File: config.mk
export PLATFORM = sky130hd
export DESIGN_NAME = memory_arbiter_flat
export DESIGN_NICKNAME = d
export VERILOG_FILES = /design/src/rtl/memory_arbiter_pkg.sv /design/src/rtl/memory_arbiter_if.sv /design/src/rtl/memory_arbiter_priority_select.sv /design/src/rtl/memory_arbiter.sv /design/src/flat_wrapper.sv
export SDC_FILE = /design/constraint.sdc
export NUM_CORES = 1
export LEC_CHECK = 0
export ABC_AREA = 1
export CAP_MARGIN = 20
export CORE_MARGIN = 1
export CORE_UTILIZATION = 36
export CTS_BUF_LIST = sky130_fd_sc_hd__clkbuf_4 sky130_fd_sc_hd__clkbuf_8
export CTS_CLUSTER_SIZE = 14
export DETAILED_ROUTE_END_ITERATION = 8
export HOLD_SLACK_MARGIN = 0.05
export PLACE_DENSITY = 0.82
export SLEW_MARGIN = 10
export SYNTH_ARGS = -nofsm -noshare
export SYNTH_HDL_FRONTEND = slang
export SYNTH_SLANG_ARGS = --single-unit
File: constraint.sdc
create_clock -name Clk -period 1.1 [get_ports Clk]
set_input_delay 0.165 -clock Clk [delete_from_list [all_inputs] [get_ports Clk]]
set_output_delay 0.165 -clock Clk [all_outputs]
set_load 0.05 [all_outputs]
File: src/rtl/memory_arbiter_pkg.sv
// Shared definitions for the two-requester memory arbiter: FSM states,
// requester IDs and the active-low memory strobe levels.
package memory_arbiter_pkg;

    typedef enum logic [1:0] {
        S_Idle   = 2'd0,
        S_Access = 2'd1,
        S_Done   = 2'd2
    } state_t;

    localparam logic REQ_CPU = 1'b0;
    localparam logic REQ_LDR = 1'b1;

    localparam logic MEM_EN_ACTIVE = 1'b0;
    localparam logic MEM_EN_IDLE   = 1'b1;
    localparam logic MEM_WR_WRITE  = 1'b0;
    localparam logic MEM_WR_READ   = 1'b1;

    // Round-robin hand-off: after a grant the other requester is favoured.
    function automatic logic other_requester(input logic id);
        return ~id;
    endfunction

endpackage

File: src/rtl/memory_arbiter_if.sv
// Requester and memory-side signals of the arbiter; the arbiter takes the
// slave modport, the environment (requesters plus memory) the master modport.
interface memory_arbiter_if #(
    parameter int DataWidth = 16,
    parameter int AddrWidth = 8
);
    logic                 CPU_Req;
    logic                 CPU_Wr;
    logic [AddrWidth-1:0] CPU_Addr;
    logic [DataWidth-1:0] CPU_DIn;
    logic                 LDR_Req;
    logic                 LDR_Wr;
    logic [AddrWidth-1:0] LDR_Addr;
    logic [DataWidth-1:0] LDR_DIn;
    logic                 CPU_Ack;
    logic                 LDR_Ack;
    logic [DataWidth-1:0] RdData;
    logic                 MEM_En;
    logic                 MEM_Wr;
    logic [AddrWidth-1:0] MEM_Addr;
    logic [DataWidth-1:0] MEM_DIn;
    logic [DataWidth-1:0] MEM_DOut;
    logic                 Owner;
    logic                 Busy;

    modport slave (
        input  CPU_Req, CPU_Wr, CPU_Addr, CPU_DIn,
        input  LDR_Req, LDR_Wr, LDR_Addr, LDR_DIn,
        input  MEM_DOut,
        output CPU_Ack, LDR_Ack, RdData,
        output MEM_En, MEM_Wr, MEM_Addr, MEM_DIn,
        output Owner, Busy
    );

    modport master (
        output CPU_Req, CPU_Wr, CPU_Addr, CPU_DIn,
        output LDR_Req, LDR_Wr, LDR_Addr, LDR_DIn,
        output MEM_DOut,
        input  CPU_Ack, LDR_Ack, RdData,
        input  MEM_En, MEM_Wr, MEM_Addr, MEM_DIn,
        input  Owner, Busy
    );
endinterface

File: src/rtl/memory_arbiter_priority_select.sv
// Winner selection between CPU and loader requests. Fixed CPU priority by
// default; ARB_ROUND_ROBIN_EN makes rr_ptr (the favoured requester) break ties.
module arb_priority_select
    import memory_arbiter_pkg::*;
(
    input  logic cpu_req,
    input  logic ldr_req,
    input  logic rr_ptr,
    output logic winner,
    output logic valid
);

    // Combinational tie-break and single-request pass-through
    always_comb begin
        winner = REQ_CPU;
        valid  = cpu_req | ldr_req;
        if (cpu_req && ldr_req) begin
`ifdef ARB_ROUND_ROBIN_EN
            winner = rr_ptr;
`else
            winner = REQ_CPU;
`endif
        end else if (ldr_req) begin
            winner = REQ_LDR;
        end else begin
            winner = REQ_CPU;
        end
    end

`ifndef ARB_ROUND_ROBIN_EN
    logic unused_ptr_s;
    assign unused_ptr_s = rr_ptr;
`endif

endmodule

File: src/rtl/memory_arbiter.sv
// Two-requester single-port memory arbiter: Idle -> Access -> Done, one
// access per three cycles. Optional macro ARB_ROUND_ROBIN_EN enables fair ties.
module memory_arbiter
    import memory_arbiter_pkg::*;
#(
    parameter int DataWidth = 16,
    parameter int AddrWidth = 8
) (
    input logic              Clk,
    input logic              Reset,
    memory_arbiter_if.slave  bus
);

    state_t               state_r;
    state_t               state_nxt_s;
    logic                 grant_winner_s;
    logic                 grant_valid_s;
    logic                 rr_ptr_s;
    logic                 cpu_ack_r;
    logic                 ldr_ack_r;
    logic                 mem_en_r;
    logic                 mem_wr_r;
    logic                 owner_r;
    logic                 busy_r;
    logic [AddrWidth-1:0] mem_addr_r;
    logic [DataWidth-1:0] mem_din_r;
    logic [DataWidth-1:0] rd_data_r;

    arb_priority_select u_sel (
        .cpu_req (bus.CPU_Req),
        .ldr_req (bus.LDR_Req),
        .rr_ptr  (rr_ptr_s),
        .winner  (grant_winner_s),
        .valid   (grant_valid_s)
    );

`ifdef ARB_ROUND_ROBIN_EN
    logic rr_ptr_r;

    // Favoured requester for the next tie; handed over on every grant
    always_ff @(posedge Clk or negedge Reset) begin
        if (!Reset) begin
            rr_ptr_r <= REQ_CPU;
        end else if (state_r == S_Idle && grant_valid_s) begin
            rr_ptr_r <= other_requester(grant_winner_s);
        end
    end
    assign rr_ptr_s = rr_ptr_r;
`else
    assign rr_ptr_s = REQ_CPU;
`endif

    // State register
    always_ff @(posedge Clk or negedge Reset) begin
        if (!Reset) begin
            state_r <= S_Idle;
        end else begin
            state_r <= state_nxt_s;
        end
    end

    // Next-state logic
    always_comb begin
        state_nxt_s = S_Idle;
        case (state_r)
            S_Idle: begin
                if (grant_valid_s) begin
                    state_nxt_s = S_Access;
                end else begin
                    state_nxt_s = S_Idle;
                end
            end
            S_Access: state_nxt_s = S_Done;
            S_Done:   state_nxt_s = S_Idle;
            default:  state_nxt_s = S_Idle;
        endcase
    end

    // Registered outputs: request latch at grant, memory strobes, read capture, Ack
    always_ff @(posedge Clk or negedge Reset) begin
        if (!Reset) begin
            cpu_ack_r  <= 1'b0;
            ldr_ack_r  <= 1'b0;
            mem_en_r   <= MEM_EN_IDLE;
            mem_wr_r   <= MEM_WR_READ;
            mem_addr_r <= '0;
            mem_din_r  <= '0;
            rd_data_r  <= '0;
            owner_r    <= REQ_CPU;
            busy_r     <= 1'b0;
        end else begin
            cpu_ack_r <= 1'b0;
            ldr_ack_r <= 1'b0;
            mem_en_r  <= MEM_EN_IDLE;
            mem_wr_r  <= MEM_WR_READ;
            case (state_r)
                S_Idle: begin
                    if (grant_valid_s) begin
                        owner_r  <= grant_winner_s;
                        busy_r   <= 1'b1;
                        mem_en_r <= MEM_EN_ACTIVE;
                        if (grant_winner_s == REQ_LDR) begin
                            mem_wr_r   <= bus.LDR_Wr;
                            mem_addr_r <= bus.LDR_Addr;
                            mem_din_r  <= bus.LDR_DIn;
                        end else begin
                            mem_wr_r   <= bus.CPU_Wr;
                            mem_addr_r <= bus.CPU_Addr;
                            mem_din_r  <= bus.CPU_DIn;
                        end
                    end
                end
                S_Access: begin
                    // mem_wr_r still holds this access's direction here
                    if (mem_wr_r == MEM_WR_READ) begin
                        rd_data_r <= bus.MEM_DOut;
                    end
                    if (owner_r == REQ_LDR) begin
                        ldr_ack_r <= 1'b1;
                    end else begin
                        cpu_ack_r <= 1'b1;
                    end
                end
                S_Done:  busy_r <= 1'b0;
                default: busy_r <= 1'b0;
            endcase
        end
    end

    assign bus.CPU_Ack  = cpu_ack_r;
    assign bus.LDR_Ack  = ldr_ack_r;
    assign bus.RdData   = rd_data_r;
    assign bus.MEM_En   = mem_en_r;
    assign bus.MEM_Wr   = mem_wr_r;
    assign bus.MEM_Addr = mem_addr_r;
    assign bus.MEM_DIn  = mem_din_r;
    assign bus.Owner    = owner_r;
    assign bus.Busy     = busy_r;

endmodule

File: src/flat_wrapper.sv
// flat-port wrapper written by rule: the top's interface ports become plain ports
module memory_arbiter_flat import memory_arbiter_pkg::*;
#(
    parameter int DataWidth = 16,
    parameter int AddrWidth = 8
)
  (Clk, Reset, bus_CPU_Req, bus_CPU_Wr, bus_CPU_Addr, bus_CPU_DIn, bus_LDR_Req, bus_LDR_Wr, bus_LDR_Addr, bus_LDR_DIn, bus_MEM_DOut, bus_CPU_Ack, bus_LDR_Ack, bus_RdData, bus_MEM_En, bus_MEM_Wr, bus_MEM_Addr, bus_MEM_DIn, bus_Owner, bus_Busy);
  memory_arbiter_if #(.DataWidth(DataWidth), .AddrWidth(AddrWidth)) bus_i ();
  input logic Clk;
  input logic Reset;
  input wire logic [$bits(bus_i.CPU_Req)-1:0] bus_CPU_Req;
  input wire logic [$bits(bus_i.CPU_Wr)-1:0] bus_CPU_Wr;
  input wire logic [$bits(bus_i.CPU_Addr)-1:0] bus_CPU_Addr;
  input wire logic [$bits(bus_i.CPU_DIn)-1:0] bus_CPU_DIn;
  input wire logic [$bits(bus_i.LDR_Req)-1:0] bus_LDR_Req;
  input wire logic [$bits(bus_i.LDR_Wr)-1:0] bus_LDR_Wr;
  input wire logic [$bits(bus_i.LDR_Addr)-1:0] bus_LDR_Addr;
  input wire logic [$bits(bus_i.LDR_DIn)-1:0] bus_LDR_DIn;
  input wire logic [$bits(bus_i.MEM_DOut)-1:0] bus_MEM_DOut;
  output wire logic [$bits(bus_i.CPU_Ack)-1:0] bus_CPU_Ack;
  output wire logic [$bits(bus_i.LDR_Ack)-1:0] bus_LDR_Ack;
  output wire logic [$bits(bus_i.RdData)-1:0] bus_RdData;
  output wire logic [$bits(bus_i.MEM_En)-1:0] bus_MEM_En;
  output wire logic [$bits(bus_i.MEM_Wr)-1:0] bus_MEM_Wr;
  output wire logic [$bits(bus_i.MEM_Addr)-1:0] bus_MEM_Addr;
  output wire logic [$bits(bus_i.MEM_DIn)-1:0] bus_MEM_DIn;
  output wire logic [$bits(bus_i.Owner)-1:0] bus_Owner;
  output wire logic [$bits(bus_i.Busy)-1:0] bus_Busy;
  assign bus_i.CPU_Req = bus_CPU_Req;
  assign bus_i.CPU_Wr = bus_CPU_Wr;
  assign bus_i.CPU_Addr = bus_CPU_Addr;
  assign bus_i.CPU_DIn = bus_CPU_DIn;
  assign bus_i.LDR_Req = bus_LDR_Req;
  assign bus_i.LDR_Wr = bus_LDR_Wr;
  assign bus_i.LDR_Addr = bus_LDR_Addr;
  assign bus_i.LDR_DIn = bus_LDR_DIn;
  assign bus_i.MEM_DOut = bus_MEM_DOut;
  assign bus_CPU_Ack = bus_i.CPU_Ack;
  assign bus_LDR_Ack = bus_i.LDR_Ack;
  assign bus_RdData = bus_i.RdData;
  assign bus_MEM_En = bus_i.MEM_En;
  assign bus_MEM_Wr = bus_i.MEM_Wr;
  assign bus_MEM_Addr = bus_i.MEM_Addr;
  assign bus_MEM_DIn = bus_i.MEM_DIn;
  assign bus_Owner = bus_i.Owner;
  assign bus_Busy = bus_i.Busy;
  memory_arbiter #(.DataWidth(DataWidth), .AddrWidth(AddrWidth)) u_core (.Clk(Clk), .Reset(Reset), .bus(bus_i));
endmodule
* Word level (Yosys, flattened, before mapping)
Index checks and enable logic that the tools add are counted.
Storage, ports and cells: word-level logic and storage cells 36, input port bits 70, register bits 48, output and inout port bits 46
Operators by class: bitwise gates (word level) 2, eq/ne operators 2, reductions and logical operators 5, muxes and demuxes 17
Operators by type and width (number):
- 2-to-1 mux 16 bit | 1
- 2-to-1 mux 1 bit | 13
- 2-to-1 mux 8 bit | 1
- AND reduction 2 bit | 3
- one-hot mux 2 bit (2 select lines) | 1
- == test 2 x 1 -> 1 bit, second input constant | 1
- zero test 2 bit | 1
- inequality test 2 x 1 -> 1 bit, second input constant | 1
- one-hot mux 1 bit (2 select lines) | 1
- logical AND 1 bit | 1
- NOT 1 bit | 1
- bitwise OR 1 bit | 1

* Logic depth before layout (Yosys ltp)
word-level depth 5, depth in mapped cells 8, depth with buffers taken out 6

* Hierarchy
Synthesis repeated with hierarchy kept, for this count alone.
Second synthesis, totals: cell total of the unflattened synthesis 279, area, all modules 2178.3 um^2
Modules (own cells, without submodules):
- memory_arbiter | times used 1, cells each 275, area an instance 2163.3 um^2, sequential area each 1203.7 um^2
- arb_priority_select | times used 1, cells each 4, area an instance 15.0 um^2, sequential area each 0.0 um^2

* Least setup slack after synthesis
Ideal clock, no wire load.
path kind reg2reg, from reg u_core.mem_wr_r, in the netlist u_core.bus.MEM_Wr, to reg u_core.rd_data_r[10], in the netlist u_core.bus.RdData[10], path buffers 2, setup slack -305 ps, required time 1034 ps, clock period less this slack 1405 ps, data arrival time 1339 ps, cell stages (with the launch flop) 5, library setup time 66 ps, cell sequence dfstp_2 -> buf_2 -> buf_1 -> nand3_1 -> nand2_1
Between the ends: longest elaborated chain between the ends 1
Ends and longest elaborated chain:
- start, declared | RTL line memory_arbiter.sv:22 | logic mem_wr_r;
- start signal, assigned | RTL line memory_arbiter.sv:103 | mem_wr_r <= bus.LDR_Wr;
- start signal, assigned | RTL line memory_arbiter.sv:107 | mem_wr_r <= bus.CPU_Wr;
- AND reduction 2 bit (no line)
- end signal, assigned | RTL line memory_arbiter.sv:116 | rd_data_r <= bus.MEM_DOut;
- end, declared | RTL line memory_arbiter.sv:27 | logic [DataWidth-1:0] rd_data_r;
No other way between the ends. A chain may end at the register's enable or synchronous reset.

* Worst setup path after layout
from reg u_core.mem_wr_r, in the netlist u_core.bus.MEM_Wr, to reg u_core.rd_data_r[9], in the netlist u_core.bus.RdData[9]
Same word-level chain as after synthesis.

==> run metrics <==
status=finished, violations left; violations in the final reports=negative setup slack; RR Endpoint=u_core.bus.RdData[9]; FP Rows=27; Final WS setup=-0.1264 ns; ANT nets after route=0; average size of a mapped cell=7.911 sq um; First DRT Iteration DRCs=164; syn nets=between 300 and 400; Layout fillers=~380; met3 WL=490 um; Final Util=approximately 78%; Worst-path clk slew=0.09 ns; overall die width=about 80 um; clk root buf=clkbuf_8; WL per Instance=15.30 um; Die Span Y=79.88 um; dpl cells=463; clock skew=roughly 0.0042 ns; worst setup path class=flip-flop to flip-flop; CP startpoint=u_core.bus.MEM_Wr; DIE AREA=6380 sq um; commonest non-fill, non-tap cell in the layout=nand2_1; IO Port Bufs=115; Hold Crit Class=input port to async pin; VDD IR max=approximately 0.0020 V; clock buffer depth=2; TritonRoute pass-1 iters=6; CTS tree=yes; area of the core=between 5000 and 6000 sq um; Setup crit start kind=flip-flop; Max Transition Viols Final=0; wire length on met1=~2700 um; routed length on met2=3975 um; Synth warnings=0; Non-Filler Instances=approximately 480; Hold Fails Final Rpt=0; Num CTS Buffers=5; initial antenna violation count=0; reg2reg start=u_core.bus.MEM_Wr; number of global-route vias before repair=about 2300; Clock Sinks=48; Max Used Layer=met4; I/O pins=approximately 120; GRT overflow=0; GP Congestion=between 0.7 and 0.8; unrepaired setup endpoints after global routing=true; largest net degree at the start of global routing=27; R2R Setup Slk=-0.13 ns; Layout area overhead=102.5%; net count of the finished layout=479; initial core utilization=approximately 38%; fin crit share=111.5%; Worst setup EP type=flip-flop; layout cells sized above 1=~34%; Least-Margin Pin Slew=approximately 0.33 ns; post-synthesis cell type count=15; TNS Setup=-1.774 ns; commonest cells after routing, fill and taps aside=114 x nand2_1, 68 x clkdlybuf4s50_1, 50 x buf_12, 44 x dfrtp_1, 36 x nand2_2; H-tree levels=2; Tmin final=approximately 1.2 ns; Pleak=roughly 2.2 nW; Synth Instances=between 200 and 300; routed wire length=~7400 um; Vias per Instance=roughly 5.0; Clock Latency Late Sink=0.30 ns; first-pass GRT wire length=between 10000 and 15000 um; crit-path max FO=7; DR DRC count=0; MaxCap Viol Count=0; Worst EP arrival=about 1.5 ns; CP Data Required Time=about 1.3 ns; Tot GR Track Use=21.31%; Mapped Area=2183 sq um; DR vias=roughly 2400; diode count=0; HPWL Detailed=4917 um; Power Density=between 3000 and 4000 nW/um^2; slew margin rel.=about four fifths; flops & latches, synth=48; fmax=0.8154 GHz; R2R depth=4; fraction of the yosys area taken by sequential cells=55.13%; Finish-stage setup viols=42
==> through the flow <==
stage	hold WS [ns]	cell area, sq um	setup slack, ns	power (mW)
6_report	0.3778	4420	-0.1264	14.68
5_1_grt	0.4166	4420	-0.1467	15.28
4_1_cts	0.4051	4124	-0.08109	13.61
3_5_place_dp	0.1763	3929	-0.2621	12.03
3_3_place_gp	0.1608	3929	-0.2333	11.86
2_1_floorplan	-0.1306	2202	-0.1686	7.471
==> cell type report <==
| class | instances | area [sq um] | area share, % |
|---|---|---|---|
| clock buffer | 5 | 68.82 | 1.557 |
| clock inverter | 3 | 42.54 | 0.9624 |
| inverter | 7 | 36.28 | 0.8208 |
| multi-input combinational | 206 | 1046 | 23.66 |
| sequential | 48 | 1206 | 27.29 |
| tap | 72 | 90.09 | 2.038 |
| timing repair buffer | 141 | 1931 | 43.67 |
==> cell usage after synthesis <==
master / n / share of area (%)
dfrtp_1: 46 / 53
nor2_4: 1 / 0.52
o22ai_1: 1 / 0.29
inv_1: 5 / 0.86
buf_4: 4 / 1.4
nor2_1: 3 / 0.52
buf_1: 1 / 0.17
o21ai_0: 2 / 0.46
dfstp_2: 2 / 2.4
buf_2: 7 / 1.6
nand2_1: 155 / 27
nand2_2: 3 / 0.86
inv_2: 2 / 0.34
nand3_1: 40 / 9.2
buf_6: 4 / 2.1
==> worst max-delay path: stages, from the launching register on <==
cell     delay (ns)
dfstp_2        0.58
buf_4          0.21
buf_4          0.18
nand3_1        0.10
nand2_1        0.09
==> repair_timing <==
action                     in CTS  in global routing
resized for setup               8                 71
hold endpoints to repair       46                  0
pin swaps                       3                 41
setup buffers                   3                  2
setup endpoints to repair      29                 46
hold buffers                    1                  0
gates cloned                    1                  4
==> how the worst max path moves through the flow <==
| stage | end | slack, ns | depth (start not counted) |
|---|---|---|---|
| after CTS | bus_MEM_Wr | -0.08 | 1 |
| final | u_core.bus.RdData[9] | -0.13 | 4 |
| after global placement | u_core.bus.Owner | -0.23 | 7 |
| after global routing | u_core.bus.RdData[12] | -0.15 | 4 |
| after detailed placement | u_core.bus.Owner | -0.26 | 7 |
| after floorplan | u_core.bus.RdData[10] | -0.17 | 5 |
==> routing by layer <==
metal,vias up,GRT usage (%)
li1,1124,-
met1,1134,23.02
met2,108,39.49
met3,20,5.829
met4,0,7.500
met5,-,0
==> sequential cells by signal (all words and copies together), names as in the netlist <==
name and flops:
u_core.bus.Busy 1, u_core.bus.CPU_Ack 1, u_core.bus.LDR_Ack 1, u_core.bus.MEM_Addr 8
u_core.bus.MEM_DIn 16, u_core.bus.MEM_En 1, u_core.bus.MEM_Wr 1, u_core.bus.Owner 1
u_core.bus.RdData 16, u_core.state_r 2
==> cells by family (layout without fill, tap and decap cells) <==
group,count (synthesis),after routing,share of synthesized area [%]
buffers and inverters,23,156,6.418
AOI/OAI and AO/OA,3,3,0.7452
DFF,48,48,55.13
and+or+nand+nor,202,203,37.71
==> report_power, final <==
group,switching (mW),internal (mW),total (mW)
Combinational,5.13,4.67,9.80
Sequential,0.967,2.63,3.60
Clock,0.609,0.673,1.28
Power figures use the tool's default switching activity.
